--- config.mk ---
export PLATFORM = sky130hd
export DESIGN_NAME = mem_port_arbiter
export DESIGN_NICKNAME = d
export VERILOG_FILES = /design/src/rtl/mem_port_arbiter.sv
export SDC_FILE = /design/constraint.sdc
export NUM_CORES = 1
export LEC_CHECK = 0
export CAP_MARGIN = 15
export CORE_AREA = 2 2 116 118
export CTS_BUF_LIST = sky130_fd_sc_hd__clkbuf_2
export DETAILED_ROUTE_END_ITERATION = 8
export DIE_AREA = 0 0 118 120
export GPL_TIMING_DRIVEN = 0
export PLACE_DENSITY = 0.81
export SYNTH_ARGS = -nofsm -noshare
export SYNTH_HDL_FRONTEND = slang
export SYNTH_SLANG_ARGS = --single-unit
--- constraint.sdc ---
create_clock -name clk_i -period 1.8 [get_ports clk_i]
set_input_delay 0.18 -clock clk_i [delete_from_list [all_inputs] [get_ports clk_i]]
set_output_delay 0.18 -clock clk_i [all_outputs]
set_load 0.005 [all_outputs]
--- src/rtl/mem_port_arbiter.sv ---
// Arbitrates a single-port memory between instruction fetch and data access.
// Data wins over fetch; a wait counter flags a sticky timeout error.
module mem_port_arbiter #(
   parameter int TIMEOUT = 255
) (
   input  logic        clk_i,
   input  logic        rst_i,
   input  logic        if_req_i,
   input  logic [31:0] if_addr_i,
   input  logic        if_flush_i,
   output logic [31:0] if_rdata_o,
   output logic        if_valid_o,
   output logic        if_stall_o,
   input  logic        dm_read_i,
   input  logic        dm_write_i,
   input  logic [31:0] dm_addr_i,
   input  logic [31:0] dm_wdata_i,
   output logic [31:0] dm_rdata_o,
   output logic        dm_valid_o,
   output logic        dm_stall_o,
   output logic        mem_req_o,
   output logic        mem_we_o,
   output logic [31:0] mem_addr_o,
   output logic [31:0] mem_wdata_o,
   input  logic        mem_ready_i,
   input  logic [31:0] mem_rdata_i,
   output logic        error_o
);

   localparam int CW = $clog2(TIMEOUT + 1);

   typedef enum logic [1:0] {IDLE, FETCH, DATA} state_t;

   state_t          state, state_nxt;
   logic            grant_data, grant_fetch;
   logic            data_elig, fetch_elig;
   logic            if_valid_q;
   logic            drop;
   logic [CW-1:0]   wait_cnt;
   logic            waiting;

   // A flush arriving in the pulse cycle itself still suppresses the fetch result.
   assign if_valid_o = if_valid_q & ~if_flush_i;
   assign mem_req_o  = (state != IDLE);
   assign waiting    = mem_req_o & ~mem_ready_i;

   assign data_elig  = (dm_read_i | dm_write_i) & ~dm_valid_o;
   assign fetch_elig = if_req_i & ~if_valid_o;

   assign dm_stall_o = (dm_read_i | dm_write_i) & ~dm_valid_o;
   assign if_stall_o = if_req_i & ~if_valid_o & ~if_flush_i;

   always_comb begin
      state_nxt   = state;
      grant_data  = 1'b0;
      grant_fetch = 1'b0;
      case (state)
         IDLE: begin
            if (data_elig) begin
               state_nxt  = DATA;
               grant_data = 1'b1;
            end else if (fetch_elig) begin
               state_nxt   = FETCH;
               grant_fetch = 1'b1;
            end
         end
         FETCH:   if (mem_ready_i) state_nxt = IDLE;
         DATA:    if (mem_ready_i) state_nxt = IDLE;
         default: state_nxt = IDLE;
      endcase
   end

   always_ff @(posedge clk_i) begin
      if (rst_i) begin
         state       <= IDLE;
         drop        <= 1'b0;
         wait_cnt    <= '0;
         error_o     <= 1'b0;
         if_valid_q  <= 1'b0;
         if_rdata_o  <= '0;
         dm_valid_o  <= 1'b0;
         dm_rdata_o  <= '0;
         mem_we_o    <= 1'b0;
         mem_addr_o  <= '0;
         mem_wdata_o <= '0;
      end else begin
         state <= state_nxt;

         dm_valid_o <= (state == DATA) & mem_ready_i;
         if ((state == DATA) && mem_ready_i)
            dm_rdata_o <= mem_we_o ? 32'd0 : mem_rdata_i;

         if_valid_q <= (state == FETCH) & mem_ready_i & ~drop & ~if_flush_i;
         if ((state == FETCH) && mem_ready_i)
            if_rdata_o <= mem_rdata_i;

         // Drop flag lives only for the remainder of the current fetch.
         drop <= (state == FETCH) & ~mem_ready_i & (drop | if_flush_i);

         if (grant_data) begin
            mem_we_o    <= dm_write_i;
            mem_addr_o  <= dm_addr_i;
            mem_wdata_o <= dm_write_i ? dm_wdata_i : 32'd0;
         end else if (grant_fetch) begin
            mem_we_o    <= 1'b0;
            mem_addr_o  <= if_addr_i;
            mem_wdata_o <= 32'd0;
         end

         if (grant_data || grant_fetch) begin
            wait_cnt <= '0;
         end else if (waiting) begin
            if (int'(wait_cnt) < TIMEOUT) wait_cnt <= wait_cnt + CW'(1);
            if (int'(wait_cnt) >= TIMEOUT - 1) error_o <= 1'b1;
         end
      end
   end

endmodule
# Word-level counts from Yosys, hierarchy flattened
# Index checks and enable logic that the tools add are counted.
dict set report classes {
  n_addsub 1
  n_mul 0
  div_mod_pow 0
  magnitude_cmp 2
  n_eq_ne 4
  n_shift 0
  n_mux 17
  bitwise 19
  reduce_logical 11
}
# op n
set op_table {}
lappend op_table {{$mux W32} 6}
lappend op_table {{$and A1 B1 Y1} 11}
lappend op_table {{$add A8 B1 Y8 const B} 1}
lappend op_table {{$ge A8 B8 Y1 const B} 1}
lappend op_table {{$lt A8 B8 Y1 const B} 1}
lappend op_table {{$mux W1} 7}
lappend op_table {{$mux W2} 3}
lappend op_table {{$not A1 Y1} 6}
lappend op_table {{$pmux W2 S2} 1}
lappend op_table {{$reduce_and A2 Y1} 2}
lappend op_table {{$reduce_bool A2 Y1} 2}
lappend op_table {{$reduce_or A2 Y1} 2}
lappend op_table {{$ne A3 B3 Y1 const B} 1}
lappend op_table {{$reduce_and A3 Y1} 1}
lappend op_table {{$eq A2 B1 Y1 const B} 1}
lappend op_table {{$eq A2 B2 Y1 const B} 1}
lappend op_table {{$logic_and A1 B1 Y1} 2}
lappend op_table {{$logic_not A2 Y1} 1}
lappend op_table {{$ne A2 B1 Y1 const B} 1}
lappend op_table {{$or A1 B1 Y1} 2}
lappend op_table {{$logic_or A1 B1 Y1} 1}
dict set report totals {
  register_bits 143
  latch_bits 0
  ramBits 0
  rom_bits 0
  inputBits 135
  output_inout_bits 135
  mem_count 0
}

# Logic depth before layout (Yosys ltp)
# Gate-level depths: netlist (run 1).
dict set report depth {
  depth_word 10
  ltp_mapped 7
}

# Least setup slack after synthesis (run 1)
# OpenSTA, ideal clock, no wires.
dict set report synth_timing {
  path_kind {flip-flop to flip-flop}
  from {register state[0]}
  to {register wait_cnt[7]}
  setup_time_ns 0.071
  t_arrival_ns 1.492
  t_required_ns 1.729
  path_slack_ns 0.237
  stages_incl_launch_ff 7
  path_buffers 0
  synth_period_minus_slack_ns 1.563
  path_cell_list {dfxtp_1 inv_1 ha_1 and4bb_2 o211ai_2 or3_1 a21oi_1}
}
dict set report synth_between {
  elab_chain_len 4
}
# element line_no
set synth_rtl {}
lappend synth_rtl {{from (decl)} 34} ;# state_t state, state_nxt;
lappend synth_rtl {{from (signal assigned)} 87} ;# state <= state_nxt;
lappend synth_rtl {{$logic_not A2 Y1} 57} ;# case (state)
lappend synth_rtl {{$mux W1} 57}
lappend synth_rtl {{$logic_or A1 B1 Y1} 110} ;# if (grant_data || grant_fetch) begin
lappend synth_rtl {{$reduce_or A2 Y1 (no line)} -}
lappend synth_rtl {{to (decl)} 39} ;# logic [CW-1:0] wait_cnt;
# Several ways; a longest one is shown, not always the timed one.
# A chain may end at the register's enable or synchronous reset.

# Final worst setup path (run 1)
dict set report layout_timing {
  from {register state[1]}
  to {register dm_rdata_o[23]}
}
dict set report layout_between {
  elab_chain_len 2
}
# element line_no
set layout_rtl {}
lappend layout_rtl {{$eq A2 B2 Y1} 90} ;# if ((state == DATA) && mem_ready_i)
lappend layout_rtl {{$logic_and A1 B1 Y1} 90}
lappend layout_rtl {{to (signal assigned)} 91} ;# dm_rdata_o <= mem_we_o ? 32'd0 : mem_rdata_i;
lappend layout_rtl {{to (decl)} 18} ;# output logic [31:0] dm_rdata_o,
# No other way between the ends.

==> qor.txt, run 1 <==
Status = completed
Worst path depth = 6
Final design utilization = 69.94%
Post-Syn Area = 5157 um^2
Yosys cell types = 41
Top post-synthesis cells by area = dfxtp_1, a22o_1, mux2i_1, o2bb2ai_1, nand2_1
Max Cap Viol = 0
Number of port buffers = 268
Grt ovf = 0
Die area = 14160 um^2
IO Pins = 270
Hold Path Stages = 2
Crit Path Max Fanout = 10
Setup crit end kind = flop
Reg2reg setup slack = 0.10 ns
Largest net degree at the start of global routing = 17
Min cycle time layout = 1.695 ns
DRT iter0 DRCs = 234
Initial cell density of the core = 39.73%
Synthesis-to-finish area growth = 76.03%
Number of flops mapped to enable cells by yosys = 0
Max-slew violation count = 0
Initial antenna violation count = 0
Slowest-stage cell, CP = dfxtp_2
Async SR Flop Fraction = 0%
DR WL/cell = 17.65 um
Worst relative slew slack = 66.58%
Worst EP arrival = 2.34 ns
Fin Setup TNS = 0 ns
Final setup violation count = 0
Row count = 42
Max Clock Freq = 0.5899 GHz
Final #Nets = 984
Post-Place Cells = 921
Endpoints failing hold = 0
Cell taking the most area after synthesis = dfxtp_1
Share of layout cells above drive strength 1 = 26.84%
DR vias = 5196
Cts bufs inserted = 17
Gr usage total = 25.57%
DRC viols = 0
Lkg Pwr = 4.164 nW
Worst-Skew Late Latency = 0.74 ns
WP buf/inv = 2
Top FF cell, synth = dfxtp_1
GP Congestion = 0.8020
Mapped Cells = 477
Power Total = 7.217 mW
TritonCTS clock tree = done
Synth warnings = 0
Fin crit share = 94.17%
Most common cell after layout, fill and taps aside = clkdlybuf4s50_1
DR vias/cell = 5.030
Final wirelength = 18230 um
Delay of the slowest critical-path stage = 0.40 ns
Post-Layout Cell Count = 1033
Placed cell area = 8060 um^2
Number of H-tree levels = 4
TritonRoute pass-1 iters = 4
Peak VDD IR = 0.0004865 V
HP Class = in2reg
Register area share after synthesis = 55.51%
FF+latch count, synth = 143
Final instance area = 9079 um^2
Worst slew pin tran = 0.5012 ns
Commonest non-fill, non-tap cells in the layout = clkdlybuf4s50_1, dfxtp_2, dlygate4sd2_1, nand2_1, a22o_1
Delay-heaviest family, CP = simple AND/OR/NAND/NOR gates
Fin Clk Skew = 0.04712 ns
Vias in the first global route = 5522
Syn Area/Cell = 10.81 um^2
Worst r2r path cells = 6
First-pass GRT wire length = 28640 um
Nature of the critical path startpoint = flop
Reg clk slew, reported paths = 0.21 ns
Setup CP Type = reg2reg
Power per Cell Area = 794.9 nW/um^2
Critical Path RT = 2.44 ns
Post-detail-place hpwl = 12250 um
Syn nets = 617
Die Y = 120 um
Area share of the leading cell type in the synthesized netlist = 55.51%
Ant diodes = 0
Unrepaired setup endpoints after global routing = yes
Core area = 12980 um^2
Clock Tree Buf Depth = 2
Clock sink count = 143
Crit path cell chain = buf_4 -> ha_1 -> nand2_1 -> nor3_2 -> buf_2 -> a22o_1
ANT nets after route = 0
Root buffer cell = clkbuf_2
Die span in x = 118 um
## flip-flops by register name, indices dropped and copies added (netlist names)
signal	flops
drop	1
if_valid_q	1
dm_rdata_o	32
state	2
dm_valid_o	1
wait_cnt	8
error_o	1
mem_addr_o	32
mem_wdata_o	32
mem_we_o	1
if_rdata_o	32
## power by group
group | internal (mW) | switching (mW) | leakage (nW)
clock | 0.651 | 1.22 | 0.140
sequential | 3.46 | 0.135 | 1.22
combinational | 1.01 | 0.743 | 2.80
total | 5.12 | 2.10 | 4.16
## cells in the mapped netlist, types with 2 or more instances
cell type and count:
a21o_1 2, buf_2 14, nand4_1 2, or3_1 2, nor3_1 2, buf_4 7
a22o_1 64, a31oi_1 2, nand2_1 70, a211oi_1 2, o21ai_0 2, a21oi_1 37
nor3b_1 2, xor2_1 3, nor2_1 11, o211ai_1 2, and2_1 3, buf_6 7
inv_1 6, clkbuf_1 8, ha_1 5, o2bb2ai_1 31, dfxtp_1 143, and3_1 2
mux2i_1 32
## layout make-up
cell class / count / area (um^2)
buffer: 35 / 227.7
clock buffer: 19 / 95.09
clock inverter: 13 / 141.4
fill: 936 / 3901
inverter: 6 / 27.53
multi-input combinational: 292 / 2064
sequential: 143 / 3032
tap: 176 / 220.2
timing repair buffer: 349 / 3271
## routing by layer
| layer | vias to the layer above | share of wire [%] | track usage (%) |
|---|---|---|---|
| met4 | 0 | 3.3 | 12.88 |
| met3 | 47 | 8.3 | 9.743 |
| met5 | - | 0 | 0 |
| met1 | 2460 | 38 | 25.89 |
| met2 | 230 | 51 | 45.93 |
| li1 | 2459 | - | - |
## kinds of logic (layout without fill, tap and decap cells)
kind of cell	after synthesis	in the layout	share of synthesized area [%]
compound gates	148	148	22.37
flops	143	143	55.51
simple gates	103	103	9.097
buf+inv	42	422	4.925
mux	32	32	6.211
fa+ha+maj	5	5	1.213
xor+xnor	4	4	0.6794
## repair_timing
item                                   CTS  global route
endpoints found under the hold margin   60             3
hold buffers                            58             3
pin swaps                                1             1
setup endpoints to repair              137             4
setup buffers                           16             5
gates resized for setup                282             6
## path summary, 6_finish.rpt
check                       from               to
setup / recovery        state[1]   dm_rdata_o[23]
hold reg to reg             drop       if_valid_q
setup reg to reg        state[1]   dm_rdata_o[23]
hold / removal    dm_wdata_i[17]  mem_wdata_o[17]
## through the flow
stage / hold slack [ns] / setup WS (ns)
final: 0.07028 / 0.1049
after global routing: 0.009628 / -0.01077
after CTS: 0.0003336 / 0.004286
after detailed placement: 0.4187 / -0.1193
after global placement: 0.4105 / -0.08946
after floorplan: 0.2567 / 0.2375
## worst register-to-register path: stages (launching register included)
cell     delay [ns]
dfxtp_2        0.40
buf_4          0.11
ha_1           0.16
nand2_1        0.11
nor3_2         0.37
buf_2          0.32
a22o_1         0.17
Power figures use the tool's default switching activity.
==> inputs of run 2 (changes only) <==
--- a/config.mk
+++ b/config.mk
@@ -12,6 +12,7 @@
 export DIE_AREA = 0 0 118 120
 export GPL_TIMING_DRIVEN = 0
 export PLACE_DENSITY = 0.81
+export RECOVER_POWER = 100
 export SYNTH_ARGS = -nofsm -noshare
 export SYNTH_HDL_FRONTEND = slang
 export SYNTH_SLANG_ARGS = --single-unit
==> results of run 2 <==
Same layout as run 1: the final DEF is identical, and so are final timing and power.
==> inputs of run 3 (changes only) <==
==> constraint.sdc (replaced) <==
create_clock -name clk_i -period 1.8 [get_ports clk_i]
set_input_delay 0.36 -clock clk_i [delete_from_list [all_inputs] [get_ports clk_i]]
set_output_delay 0.36 -clock clk_i [all_outputs]
set_load 0.005 [all_outputs]
==> run 3 against run 2 <==
Net effect:
- the flow now finishes with violations (setup timing)
- clock skew fell by 0.023 ns
- die area unchanged
- critical path depth is 2 higher
- hold slack improved by 0.12 ns
- via count shrank 5.3%
- sequential power fell by 1%
- register-to-register slack lost 0.22 ns
- first-iteration DRC count increased by 4.3%
==> qor.txt, run 3 (synthesis gave the netlist of run 1 again) <==
Fin Clk Skew = 0.02419 ns (-0.02293 ns)
Share of layout cells above drive strength 1 = 20.05% (-6.8 points)
DRC viols = 0 (unchanged)
Final wirelength = 16430 um (-9.9%)
DRT iter0 DRCs = 244 (+4.3%)
Core area = 12980 um^2 (unchanged)
HP Class = in2reg
Most common cell after layout, fill and taps aside = clkdlybuf4s50_1
Power Total = 7.041 mW (-2.4%)
Crit Path Max Fanout = 10 (unchanged)
Reg clk slew, reported paths = 0.22 ns (about the same)
Failing checks = setup timing
Endpoints failing hold = 0 (unchanged)
Final design utilization = 65.22% (-4.7 points)
Fin Setup TNS = -2.551 ns (-2.551 ns)
Setup CP Type = reg2reg
Post-Layout Cell Count = 979 (-5.2%)
Slowest-stage cell, CP = dfxtp_1
Vias in the first global route = 5119 (-7.3%)
Worst EP arrival = 2.52 ns (+0.18 ns)
Synthesis-to-finish area growth = 64.14%
First-pass GRT wire length = 26020 um (-9.1%)
Post-Place Cells = 921 (unchanged)
Die area = 14160 um^2 (unchanged)
DR WL/cell = 16.78 um (-4.9%)
Initial antenna violation count = 0 (unchanged)
Grt ovf = 0 (unchanged)
Commonest non-fill, non-tap cells in the layout = clkdlybuf4s50_1, dlygate4sd2_1, dfxtp_1, nand2_1, a22o_1
Die Y = 120 um (unchanged)
Max Cap Viol = 0 (unchanged)
Gr usage total = 23.11% (-2.5 points)
IO Pins = 270 (unchanged)
Fin crit share = 106.2% (+12 points)
Number of H-tree levels = 4 (unchanged)
Row count = 42 (unchanged)
Initial cell density of the core = 39.73% (unchanged)
Top cell by count, worst path = buf_4
Die span in x = 118 um (unchanged)
TritonCTS clock tree = done
Ant diodes = 0 (unchanged)
Post-detail-place hpwl = 12250 um (unchanged)
Clock Tree Buf Depth = 2 (unchanged)
Clock sink count = 143 (unchanged)
Peak VDD IR = 0.0004831 V (-0.69%)
Min cycle time layout = 1.912 ns (+0.2170 ns)
Delay of the slowest critical-path stage = 0.36 ns (-0.04 ns)
TritonRoute pass-1 iters = 4 (unchanged)
Root buffer cell = clkbuf_2
Max-slew violation count = 0 (unchanged)
Lkg Pwr = 3.767 nW (-9.5%)
Unrepaired setup endpoints after global routing = yes
Crit path cell chain = inv_1 -> ha_4 -> clkbuf_1 -> and2_1 -> buf_4 -> buf_4 -> mux2i_1 -> o2bb2ai_1
Worst-Skew Late Latency = 0.71 ns (-0.03 ns)
Number of port buffers = 268 (unchanged)
Setup crit end kind = flop
Final setup violation count = 56 (+56)
Final #Nets = 930 (-5.5%)
Worst relative slew slack = 66.82% (+0.23 points)
Worst slew pin tran = 0.4978 ns (-0.003460 ns)
Cts bufs inserted = 17 (unchanged)
Nature of the critical path startpoint = flop
Worst hold slack = 0.1900 ns (+0.1198 ns)
GP Congestion = 0.8020 (unchanged)
ANT nets after route = 0 (unchanged)
Largest net degree at the start of global routing = 17 (unchanged)
Critical Path RT = 2.41 ns (-0.03 ns)
DR vias = 4920 (-5.3%)
Power per Cell Area = 831.7 nW/um^2 (+4.6%)
Status = finished with violations
DR vias/cell = 5.026 (about the same)
Hold_buf cts = 0 (-100%)
Setup ws final = -0.1121 ns (-0.2170 ns)
Max Clock Freq = 0.5230 GHz (-11%)
run 3: cell types whose count changed in the layout (fill, tap and decap cells not counted), sizes merged:
cell	previous run	this run
buf	50	53
clkbuf	27	35
clkdlybuf4s15	1	37
dlygate4sd2	131	91
dlygate4sd3	61	0
run 3: worst paths after layout:
check	from	endpoint	slack (ns)	cells after the start
setup / recovery	state[0]	mem_addr_o[15]	-0.11	8
hold / removal	mem_rdata_i[20]	if_rdata_o[20]	0.19	3
setup reg to reg	state[0]	mem_addr_o[15]	-0.11	8
hold reg to reg	drop	if_valid_q	0.43	1
run 3: layout make-up:
cell class	instances	area, um^2
Tap cell	176	220.2
Inverter	6	25.02
Buffer	36	239.0
Clock buffer	19	95.09
Multi-Input combinational cell	292	2071
Timing Repair Buffer	294	2741
Sequential cell	143	2933
Clock inverter	13	141.4
Fill cell	1091	4514
run 3: report_power, final:
| part | switching, mW | leakage [nW] | internal [mW] | total [mW] |
|---|---|---|---|---|
| sequential | 0.126 | 1.19 | 3.44 | 3.56 |
| combinational | 0.707 | 2.44 | 0.937 | 1.64 |
| clock | 1.18 | 0.140 | 0.651 | 1.83 |
| total | 2.02 | 3.77 | 5.02 | 7.04 |
run 3: per-stage QoR:
step | instance area, um^2 | worst slack (ns)
after floorplan | 5157 | 0.2375
after global placement | 8060 | -0.3725
after detailed placement | 8060 | -0.3967
after CTS | 8474 | -0.1973
after global routing | 8466 | -0.2137
final | 8466 | -0.1121
run 3: routing by layer:
metal / share of wire [%] / global-route usage [%]
met2: 49 / 40.59
met1: 39 / 24.16
met4: 2.8 / 10.92
met5: 0 / 0
met3: 9.3 / 9.268
run 3: critical path: cells and delay by family (launching register included):
family,cells,cell delay (ns)
adders and majority gates,1,0.17
AOI/OAI and AO/OA,1,0.09
DFF,1,0.36
muxes,1,0.25
buffers and inverters,4,0.76
and+or+nand+nor,1,0.18
run 3: what timing repair did:
action | in CTS | in global routing
setup endpoints to repair | 137 | 45
pin swaps | 2 | 2
buffers inserted | 20 | 6
hold endpoints to repair | 0 | 0
resized for setup | 293 | 51
